==> src/rtl/alu_seq.sv <==
// Sequenced ALU: single-cycle logic/arithmetic/compare ops, and shifts that
// move the latched operand one bit per clock under a shift-amount down-counter.
//
// state | meaning
// IDLE  | waiting for start
// SHIFT | shifting latched operand, one bit per cycle
// DONE  | ALUResult/Zero valid for one cycle; start accepted here too
module alu_seq #(
  parameter int DATA_WIDTH = 32
) (
  input  logic                  clk,
  input  logic                  reset,
  input  logic                  start,
  input  logic [3:0]            Operation,
  input  logic [DATA_WIDTH-1:0] SrcA,
  input  logic [DATA_WIDTH-1:0] SrcB,
  output logic                  busy,
  output logic                  done,
  output logic [DATA_WIDTH-1:0] ALUResult,
  output logic                  Zero
);

  localparam logic [3:0] OP_AND = 4'b0000;
  localparam logic [3:0] OP_OR  = 4'b0001;
  localparam logic [3:0] OP_ADD = 4'b0010;
  localparam logic [3:0] OP_SUB = 4'b0011;
  localparam logic [3:0] OP_SLL = 4'b0100;
  localparam logic [3:0] OP_SRL = 4'b0101;
  localparam logic [3:0] OP_SRA = 4'b0111;
  localparam logic [3:0] OP_BEQ = 4'b1000;
  localparam logic [3:0] OP_XOR = 4'b1001;
  localparam logic [3:0] OP_LUI = 4'b1010;
  localparam logic [3:0] OP_SLT = 4'b1100;
  localparam logic [3:0] OP_BNE = 4'b1101;
  localparam logic [3:0] OP_BGE = 4'b1110;

  typedef enum logic [1:0] {
    ST_IDLE  = 2'd0,
    ST_SHIFT = 2'd1,
    ST_DONE  = 2'd2
  } state_t;

  state_t                  state_q;
  logic [3:0]              op_q;
  logic [DATA_WIDTH-1:0]   sh_q;
  logic [4:0]              cnt_q;
  logic [DATA_WIDTH-1:0]   result_q;
  logic                    zero_q;

  logic [DATA_WIDTH-1:0]   alu_res_d;
  logic                    alu_zero_d;
  logic [DATA_WIDTH-1:0]   sh_d;
  logic [4:0]              shamt;
  logic                    is_shift;
  logic                    lt_signed;
  logic                    accept;

  assign shamt     = SrcB[4:0];
  assign is_shift  = (Operation == OP_SLL) || (Operation == OP_SRL) || (Operation == OP_SRA);
  assign lt_signed = $signed(SrcA) < $signed(SrcB);
  assign accept    = start && ((state_q == ST_IDLE) || (state_q == ST_DONE));

  // Shift codes yield SrcA here, which is the zero-shift-amount result.
  always_comb begin
    alu_res_d  = '0;
    alu_zero_d = 1'b0;
    case (Operation)
      OP_AND: alu_res_d = SrcA & SrcB;
      OP_OR:  alu_res_d = SrcA | SrcB;
      OP_ADD: alu_res_d = SrcA + SrcB;
      OP_SUB: alu_res_d = SrcA - SrcB;
      OP_XOR: alu_res_d = SrcA ^ SrcB;
      OP_LUI: alu_res_d = SrcB;
      OP_SLL, OP_SRL, OP_SRA: alu_res_d = SrcA;
      OP_SLT: begin
        alu_res_d  = {{(DATA_WIDTH-1){1'b0}}, lt_signed};
        alu_zero_d = lt_signed;
      end
      OP_BEQ: alu_zero_d = (SrcA == SrcB);
      OP_BNE: alu_zero_d = (SrcA != SrcB);
      OP_BGE: alu_zero_d = !lt_signed;
      default: begin
        alu_res_d  = '0;
        alu_zero_d = 1'b0;
      end
    endcase
  end

  // Single-bit step only; SRA replicates the operand MSB, which is the latched SrcA sign.
  always_comb begin
    sh_d = sh_q;
    case (op_q)
      OP_SLL:  sh_d = {sh_q[DATA_WIDTH-2:0], 1'b0};
      OP_SRL:  sh_d = {1'b0, sh_q[DATA_WIDTH-1:1]};
      OP_SRA:  sh_d = {sh_q[DATA_WIDTH-1], sh_q[DATA_WIDTH-1:1]};
      default: sh_d = sh_q;
    endcase
  end

  always_ff @(posedge clk or negedge reset) begin
    if (!reset) begin
      state_q  <= ST_IDLE;
      op_q     <= '0;
      sh_q     <= '0;
      cnt_q    <= '0;
      result_q <= '0;
      zero_q   <= 1'b0;
    end else begin
      case (state_q)
        ST_IDLE, ST_DONE: begin
          if (accept) begin
            if (is_shift && (shamt != 5'd0)) begin
              state_q <= ST_SHIFT;
              op_q    <= Operation;
              sh_q    <= SrcA;
              cnt_q   <= shamt;
            end else begin
              state_q  <= ST_DONE;
              result_q <= alu_res_d;
              zero_q   <= alu_zero_d;
            end
          end else begin
            state_q <= ST_IDLE;
          end
        end
        ST_SHIFT: begin
          sh_q  <= sh_d;
          cnt_q <= cnt_q - 5'd1;
          if (cnt_q == 5'd1) begin
            state_q  <= ST_DONE;
            result_q <= sh_d;
            zero_q   <= 1'b0;
          end
        end
        default: state_q <= ST_IDLE;
      endcase
    end
  end

  assign busy      = (state_q == ST_SHIFT);
  assign done      = (state_q == ST_DONE);
  assign ALUResult = result_q;
  assign Zero      = zero_q;

endmodule

==> config.mk <==
export PLATFORM = sky130hd
export DESIGN_NAME = alu_seq
export DESIGN_NICKNAME = d
export VERILOG_FILES = /design/src/rtl/alu_seq.sv
export SDC_FILE = /design/constraint.sdc
export NUM_CORES = 1
export LEC_CHECK = 0
export BUFFER_PORTS_ARGS = -buffer_cell sky130_fd_sc_hd__buf_4
export CELL_PAD_IN_SITES_DETAIL_PLACEMENT = 0
export CELL_PAD_IN_SITES_GLOBAL_PLACEMENT = 1
export CORE_UTILIZATION = 30
export CTS_BUF_LIST = sky130_fd_sc_hd__clkbuf_8
export CTS_CLUSTER_SIZE = 12
export DETAILED_ROUTE_END_ITERATION = 6
export PLACE_DENSITY_LB_ADDON = 0.05
export SLEW_MARGIN = 10
export SYNTH_ARGS = -nofsm -noshare
export SYNTH_HDL_FRONTEND = slang
export SYNTH_SLANG_ARGS = --single-unit
==> constraint.sdc <==
create_clock -name clk -period 3.3 [get_ports clk]
set_clock_uncertainty 0.15 [all_clocks]
set_input_delay 0.99 -clock clk [delete_from_list [all_inputs] [get_ports clk]]
set_output_delay 0.99 -clock clk [all_outputs]
set_load 0.02 [all_outputs]
# After elaboration in Yosys (flattened, before gate mapping)

Cells that the tools add are included.

Logic and storage cells: 73
Input bits: 71
Memories: 0
Latch bits: 0
RAM bits: 0
Register bits: 76
Bits in read-only memories: 0
Output and inout port bits: 35

Reductions and logical operators: 15
Multipliers: 0
Multiplexer cells: 21
Div/mod/pow operators: 0
$lt $le $gt $ge: 1
Equal/unequal tests: 24
Bitwise operators: 3
$add $sub $neg: 3
Shift operators: 0

Operator list:

| operator            | count |
|---|---|
| $pmux 32 s8         | 1 |
| $mux 32             | 5 |
| $pmux 32 s2         | 2 |
| $pmux 32 s3         | 1 |
| $add 32x32->32      | 1 |
| $and 32x32->32      | 1 |
| $eq 32x32->1        | 1 |
| $lt 32x32->1        | 1 |
| $ne 32x32->1        | 1 |
| $or 32x32->32       | 1 |
| $sub 32x32->32      | 1 |
| $xor 32x32->32      | 1 |
| $eq 4x3->1 const B  | 6 |
| $eq 4x4->1 const B  | 6 |
| $mux 5              | 2 |
| $pmux 5 s2          | 1 |
| $eq 4x2->1 const B  | 2 |
| $mux 2              | 3 |
| $ne 2x2->1 const B  | 3 |
| $reduce_and 3->1    | 2 |
| $eq 5x1->1 const B  | 1 |
| $reduce_bool 5->1   | 1 |
| $sub 5x1->5 const B | 1 |
| $eq 4x1->1 const B  | 1 |
| 16 further kinds    | 21 |

# Logic depth before layout (Yosys ltp)

Gate-level depths: netlist of run 1.

Depth in word-level cells: 7
Gate-level depth with buffers: 12
Mapped depth without buffers: 12

# Worst setup path before layout of run 1

Ideal clock, no wire load.

Path kind: input -> register
Start point: input port SrcA[0]
End point: register result_q[26], in the netlist ALUResult[26]
Setup time: 0.132 ns
Path buffers: 0
Path slack: -0.242 ns
Stages: 12
Required time: 3.018 ns
Arrival time: 3.259 ns
Cell sequence: ha_1 > inv_1 > fa_1 > nor2b_1 > o2111ai_2 > a31oi_1 > a221oi_1 > o21a_1 > o311ai_1 > o21ai_0 > nor4b_1 > o31ai_1

Word-level cells in the longest chain between the ends: 5
Elaborated cells on any way between the ends: 6

Ends and longest elaborated chain:

| what                                             | RTL line | RTL |
|---|---|---|
| start: declaration                               | 15       | `input logic [DATA_WIDTH-1:0] SrcA,` |
| $sub 32x32->32 or $add 32x32->32 (tied branches) | 71, 70   |  |
| $pmux 32 s8 *                                    | 67       | `case (Operation)` |
| $mux 32 *                                        | 112      | `if (is_shift && (shamt != 5'd0)) begin` |
| $mux 32 *                                        | 111      | `if (accept) begin` |
| $pmux 32 s2 *                                    | 109      | `case (state_q)` |
| end signal: assignment                           | 119      | `result_q <= alu_res_d;` |
| end: declaration                                 | 47       | `logic [DATA_WIDTH-1:0] result_q;` |

Mark *: on every way between the ends. The rest lies on a longest branch, timed or not. The select of a mux whose other input is x is not followed.
A chain may end at the register's enable or synchronous reset.

# Worst setup path in the final report of run 1

Start point: input port SrcB[7]
End point: register result_q[28], in the netlist ALUResult[28]

Word-level cells in the longest chain between the ends: 5
Elaborated cells on any way between the ends: 6

Ends and longest elaborated chain:

| what                                             | RTL line | RTL |
|---|---|---|
| start: declaration                               | 16       | `input logic [DATA_WIDTH-1:0] SrcB,` |
| $sub 32x32->32 or $add 32x32->32 (tied branches) | 71, 70   |  |
| $pmux 32 s8 *                                    | 67       |  |
| $mux 32 *                                        | 112      |  |
| $mux 32 *                                        | 111      |  |
| $pmux 32 s2 *                                    | 109      |  |

Marked as above.

==> results.toml, run 1 <==
[outcome]
status = "complete, but fails checks"
violations = "negative setup slack"

[synthesis]
synth_nets = 1497
synth_xor_xnor_area_share = 0.007148
synth-adder-area-share = 0.1445
synth-simple-area-share = 0.1820
synth_edf_count = 0
netlist_instances = 1314
yosysSeqAreaShare = 0.1940
synth_area_per_cell_um2 = 7.460
synth_top_family_by_area = "compound AO/OA/AOI/OAI gates"
synth_seq_cells = 76
netlist_area_um2 = 9802
synthMuxAreaShare = 0.007404
ys_warn_count = 0
synth.distinct_cells = 91
ys.flop_type = "dfrtp_1"
synth_compound_area_frac = 0.3752
synth-async-reset-ratio = 1.000

[setup_path]
worstSetupPathType = "primary input to register"
worst-path-max-fanout = 5
cp-start-kind = "primary input"
crit_required_ps = 3450
rr_startpoint = "state_q[1]"
endpoint_kind = "register"
crit_chain = "buf_4 > inv_1 > ha_4 > and2_4 > a221o_1 > o41a_1 > a311oi_2 > buf_4 > o21ai_4 > buf_6 > a41oi_2 > xnor2_1 > o211ai_2"
cp_common_cell = "buf_4"
r2r_end = "ALUResult[25]"
reg2reg_slack_ps = 520
max_stage_delay_ps = 420
slowest_stage = "o41a_1"
cp.arrival_ps = 3470
r2r_cells = 9

[grt]
grt_antenna_before_repair = 0
grt-ovfl-total = 0
grt_max_degree = 44
grt_pass1_vias = 11350
grt_pass1_wl_mm = 72.11
track_usage = 0.2876

[pwr]
ir_drop_mv = 0.2127
p_seq_frac = 0.261
p_sw_mw = 2.957
total_power_mw = 6.476
p_leak_nw = 6.798
power.density_nw_per_um2 = 437.0
power_frac_comb = 0.593
switching_share = 0.4566
p_int_mw = 3.519
clkPwrFrac = 0.146

[final_layout]
area_delta_synth_final_pct = 51.19
drive_above_1_share = 0.3767
mostFrequentLayoutCell = "buf_4"
fillers = 3322
layout_common_cells = "buf_4, a21oi_1, inv_1"
final_cell_area_um2 = 14820
fin_cells = 2151
layout.nets = 1893

[sta]
maxSlewHeadroom = 0.5050
finalSetupViolCount = 1
finalSetupTns_ps = -20.80
maxSlewViolCount = 0
max_clock_freq_mhz = 301.1
hold_violations = 0
worstMarginPinSlew_ps = 742.5
setup_slack_ps = -20.80
fin_crit_sh = 1.006
period_minus_slack_ps = 3321
rsz0062_at_grt = "true"

[detailed_routing]
firstDrtPassIters = 6
final_antenna_net_count = 0
drc_errors = 0
wl_mm = 48.32
drtIter0Drc = 1047
avgViaCountPerCell = 5.541
wire_per_inst_um = 22.47
vias = 11920

[placement]
dp.cells = 2115
io_buffers = 105
place_hpwl_mm = 38.47
gp_congestion = 0.9442
placed_area_um2 = 13770

[cts]
cts_tree = "yes"
ctsHoldBuffers = 0
cts_sinks = 76
cts_root_buf = "clkbuf_8"
clk_latency_ps = 410
htreeDepth = 3
clockBufferDepth = 2
cts_buffers = 9
clk_pin_slew_ps = 110

[min_path]
hold_path.startpoint = "ALUResult[4]"
min_path_type = "register to register"
hold_depth = 2
whs_endpoint = "ALUResult[4]"

[floorplanning]
coreArea_um2 = 31880
dieArea_um2 = 33400
num_rows = 65
die_x_um = 182.8
start_util = 0.3075
ios = 106
die_y_um = 182.8

[flow_run]
drv_cap = 0
synth_stat cells (all sizes together) (20+ instances only):
cell	number	area share
a211o	20	0.018
a211oi	37	0.031
a21o	20	0.015
a21oi	133	0.069
a221o	21	0.021
a22oi	21	0.016
buf	41	0.022
clkbuf	51	0.020
dfrtp	76	0.19
ha	110	0.14
inv	124	0.047
nand2	97	0.037
nor2	98	0.038
nor3	75	0.038
o21ai	83	0.044
o22ai	26	0.017
per-stage QoR:
stage / setup WS, ps / hold WS [ps] / utilization
after floorplan: -91.25 / 305.8 / -
after global placement: -727.8 / 315.0 / 0.4320
after detailed placement: -751.2 / 325.1 / 0.4320
after CTS: -6.820 / 347.7 / 0.4464
after global routing: -130.9 / 376.3 / 0.4648
final: -20.80 / 339.2 / 0.4648
flip-flops by register name, indices dropped and copies added (netlist names):
register,cells
Zero,1
state_q,2
ALUResult,32
cnt_q,5
op_q,4
sh_q,32
worst max-delay path: cells and delay by family:
family	cells	cell delay [ps]
AOI/OAI and AO/OA	6	1420
buffers and inverters	4	510
adders and majority gates	1	230
xor gates and xnor gates	1	160
and+or+nand+nor	1	140
layout make-up:
cell class / instances / area, um2 / share of cell area
multi-input cells: 1019 / 7825 / 0.5280
repair buffers: 477 / 3784 / 0.2553
clock buffers: 9 / 123.9 / 0.008359
diodes: 1 / 2.502 / 0.0001689
well taps: 435 / 544.3 / 0.03673
inverters: 127 / 514.2 / 0.03470
flip-flops and latches: 76 / 1902 / 0.1283
clock inverters: 7 / 123.9 / 0.008359
how the worst max path moves through the flow:
stage,start,end,slack [ps],cells after the start
after global placement,SrcA[0],ALUResult[10],-730,13
after floorplan,SrcB[4],ALUResult[31],-90,12
after CTS,SrcB[18],ALUResult[31],-7,13
final,SrcB[7],ALUResult[28],-20,13
after detailed placement,SrcA[0],ALUResult[10],-750,13
after global routing,SrcA[0],ALUResult[10],-130,13
routing by layer:
layer | GRT usage | share of wire | up-vias
li1 | - | - | 5674
met1 | 0.4376 | 0.50 | 5812
met2 | 0.4287 | 0.43 | 386
met3 | 0.03535 | 0.059 | 46
met4 | 0.05849 | 0.013 | 0
met5 | 0 | 0 | -
what timing repair did:
item,in CTS,in global routing
pin swaps,14,65
setup endpoints to repair,21,26
buffers inserted,4,18
resized for setup,33,108
cell families (layout without fill, tap and decap cells):
family / count (synthesis) / after routing
other: 0 / 1
and+or+nand+nor: 370 / 370
muxes: 7 / 7
xor gates and xnor gates: 8 / 8
DFF: 76 / 76
adders and majority gates: 112 / 112
AOI/OAI and AO/OA: 522 / 522
buffers and inverters: 219 / 620
power by group through the flow:
stage	clock network [mW]	registers [mW]	logic (mW)
2_1_floorplan	0	1.72	1.94
3_3_place_gp	0	1.70	3.60
3_5_place_dp	0	1.70	3.61
4_1_cts	0.966	1.68	3.68
5_1_grt	0.995	1.74	4.16
6_report	0.948	1.69	3.84
Power figures use the tool's default switching activity.
==> run 2: changes to the inputs <==
clock period = 3.47 ns   (was 3.3 ns; I/O delays follow)
==> results.toml, run 2 (synthesis results as in run 1) <==
[final_layout]
mostFrequentLayoutCell = "buf_4"
layout.nets = 1864
n_antenna_cell = 0
fin_cells = 2121
layout_common_cells = "buf_4, a21oi_1, inv_1"
area_delta_synth_final_pct = 46.07
drive_above_1_share = 0.3499
final_cell_area_um2 = 14320
fin_util = 0.4491

[floorplanning]
coreArea_um2 = 31880
die_y_um = 182.8
start_util = 0.3075
die_x_um = 182.8
dieArea_um2 = 33400
ios = 106
num_rows = 65

[grt]
grt_pass1_wl_mm = 69.79
grt-ovfl-total = 0
grt_antenna_before_repair = 0
track_usage = 0.2756
grt_pass1_vias = 11250
grt_max_degree = 43

[sta]
setup_slack_ps = -113.5
rsz0062_at_grt = "true"
whs_ps = 332.2
finalSetupTns_ps = -113.5
maxSlewViolCount = 0
max_clock_freq_mhz = 279.1
maxSlewHeadroom = 0.5490
period_minus_slack_ps = 3583
worstMarginPinSlew_ps = 676.6
hold_violations = 0
finalSetupViolCount = 1
fin_crit_sh = 1.033

[placement]
io_buffers = 105
dp.cells = 2087
gp_congestion = 0.9122
placed_area_um2 = 13370
post-place-ws_ps = -672.9
place_hpwl_mm = 36.90

[detailed_routing]
wire_per_inst_um = 22.07
vias = 11860
final_antenna_net_count = 0
drtIter0Drc = 1041
avgViaCountPerCell = 5.593
drc_errors = 0
wl_mm = 46.82
firstDrtPassIters = 5

[setup_path]
cp.arrival_ps = 3700
cp_top_family = "compound AO/OA/AOI/OAI gates"
cp-start-kind = "primary input"
critPathBufInv = 4
slowest_stage = "o41a_1"
crit_chain = "buf_12 > ha_4 > inv_4 > fa_2 > nor2b_4 > o2111ai_4 > a31oi_4 > o41a_1 > a311oi_2 > buf_4 > o21ai_4 > buf_6 > a41oi_4 > xnor2_2 > o211ai_2"
worst-path-max-fanout = 3
worstSetupPathType = "primary input to register"
endpoint_kind = "register"
crit_required_ps = 3580
max_stage_delay_ps = 440

[pwr]
p_leak_nw = 6.605
total_power_mw = 5.886
power.density_nw_per_um2 = 411.1
ir_drop_mv = 0.2611

[flow_run]
drv_cap = 0

[cts]
cts_root_buf = "clkbuf_8"
htreeDepth = 3
cts_tree = "yes"
clk_latency_ps = 380
cts_buffers = 9
clk_pin_slew_ps = 100
clockBufferDepth = 2
cts_sinks = 76

[min_path]
min_path_type = "register to register"

[outcome]
violations = "negative setup slack"
status = "complete, but fails checks"
[run 2: cell count changes in the layout (fill, tap and decap cells not counted), moves of 4 or more]
cell,delta
buf_6,-4
ha_1,+5
a21oi_2,-4
o21ai_0,+4
ha_4,-7
buf_4,-23
a21oi_1,+4
inv_1,+6
[run 2: report_power, final]
part	switching (mW)	internal, mW
Clock	0.385	0.324
Combinational	1.99	1.57
Sequential	0.377	1.24
[run 2: final timing paths]
check,start,end,slack [ps],cells past startpoint
setup / recovery,SrcB[0],ALUResult[28],-110,15
hold reg to reg,ALUResult[2],ALUResult[2],330,2
hold / removal,ALUResult[2],ALUResult[2],330,2
setup reg to reg,op_q[1],ALUResult[20],760,7
min in group asynchronous,reset,ALUResult[7],480,1
max in group asynchronous,reset,sh_q[18],2050,2
[run 2: per-layer routing]
metal,GRT usage,part of all wire
met1,0.4211,0.50
met2,0.4232,0.43
met3,0.02164,0.052
met4,0.04471,0.011
met5,0,0
[run 2: area by class of cell]
class / instances / area [um2]
Tap cell: 435 / 544.3
Timing Repair Buffer: 448 / 3526
Clock inverter: 7 / 60.06
Inverter: 127 / 490.5
Fill cell: 3351 / 17560
Clock buffer: 9 / 123.9
Multi-Input combinational cell: 1019 / 7671
Sequential cell: 76 / 1902
[run 2: worst min-delay path: stages, from the launching register on]
cell and delay [ps]:
dfrtp_1 350, nand2_1 40, o21ai_0 50
[run 2: repair_timing]
action,CTS,global route
resized for setup,32,100
setup endpoints to repair,19,24
setup buffers,4,14
pin swaps,9,60
hold buffers,0,0
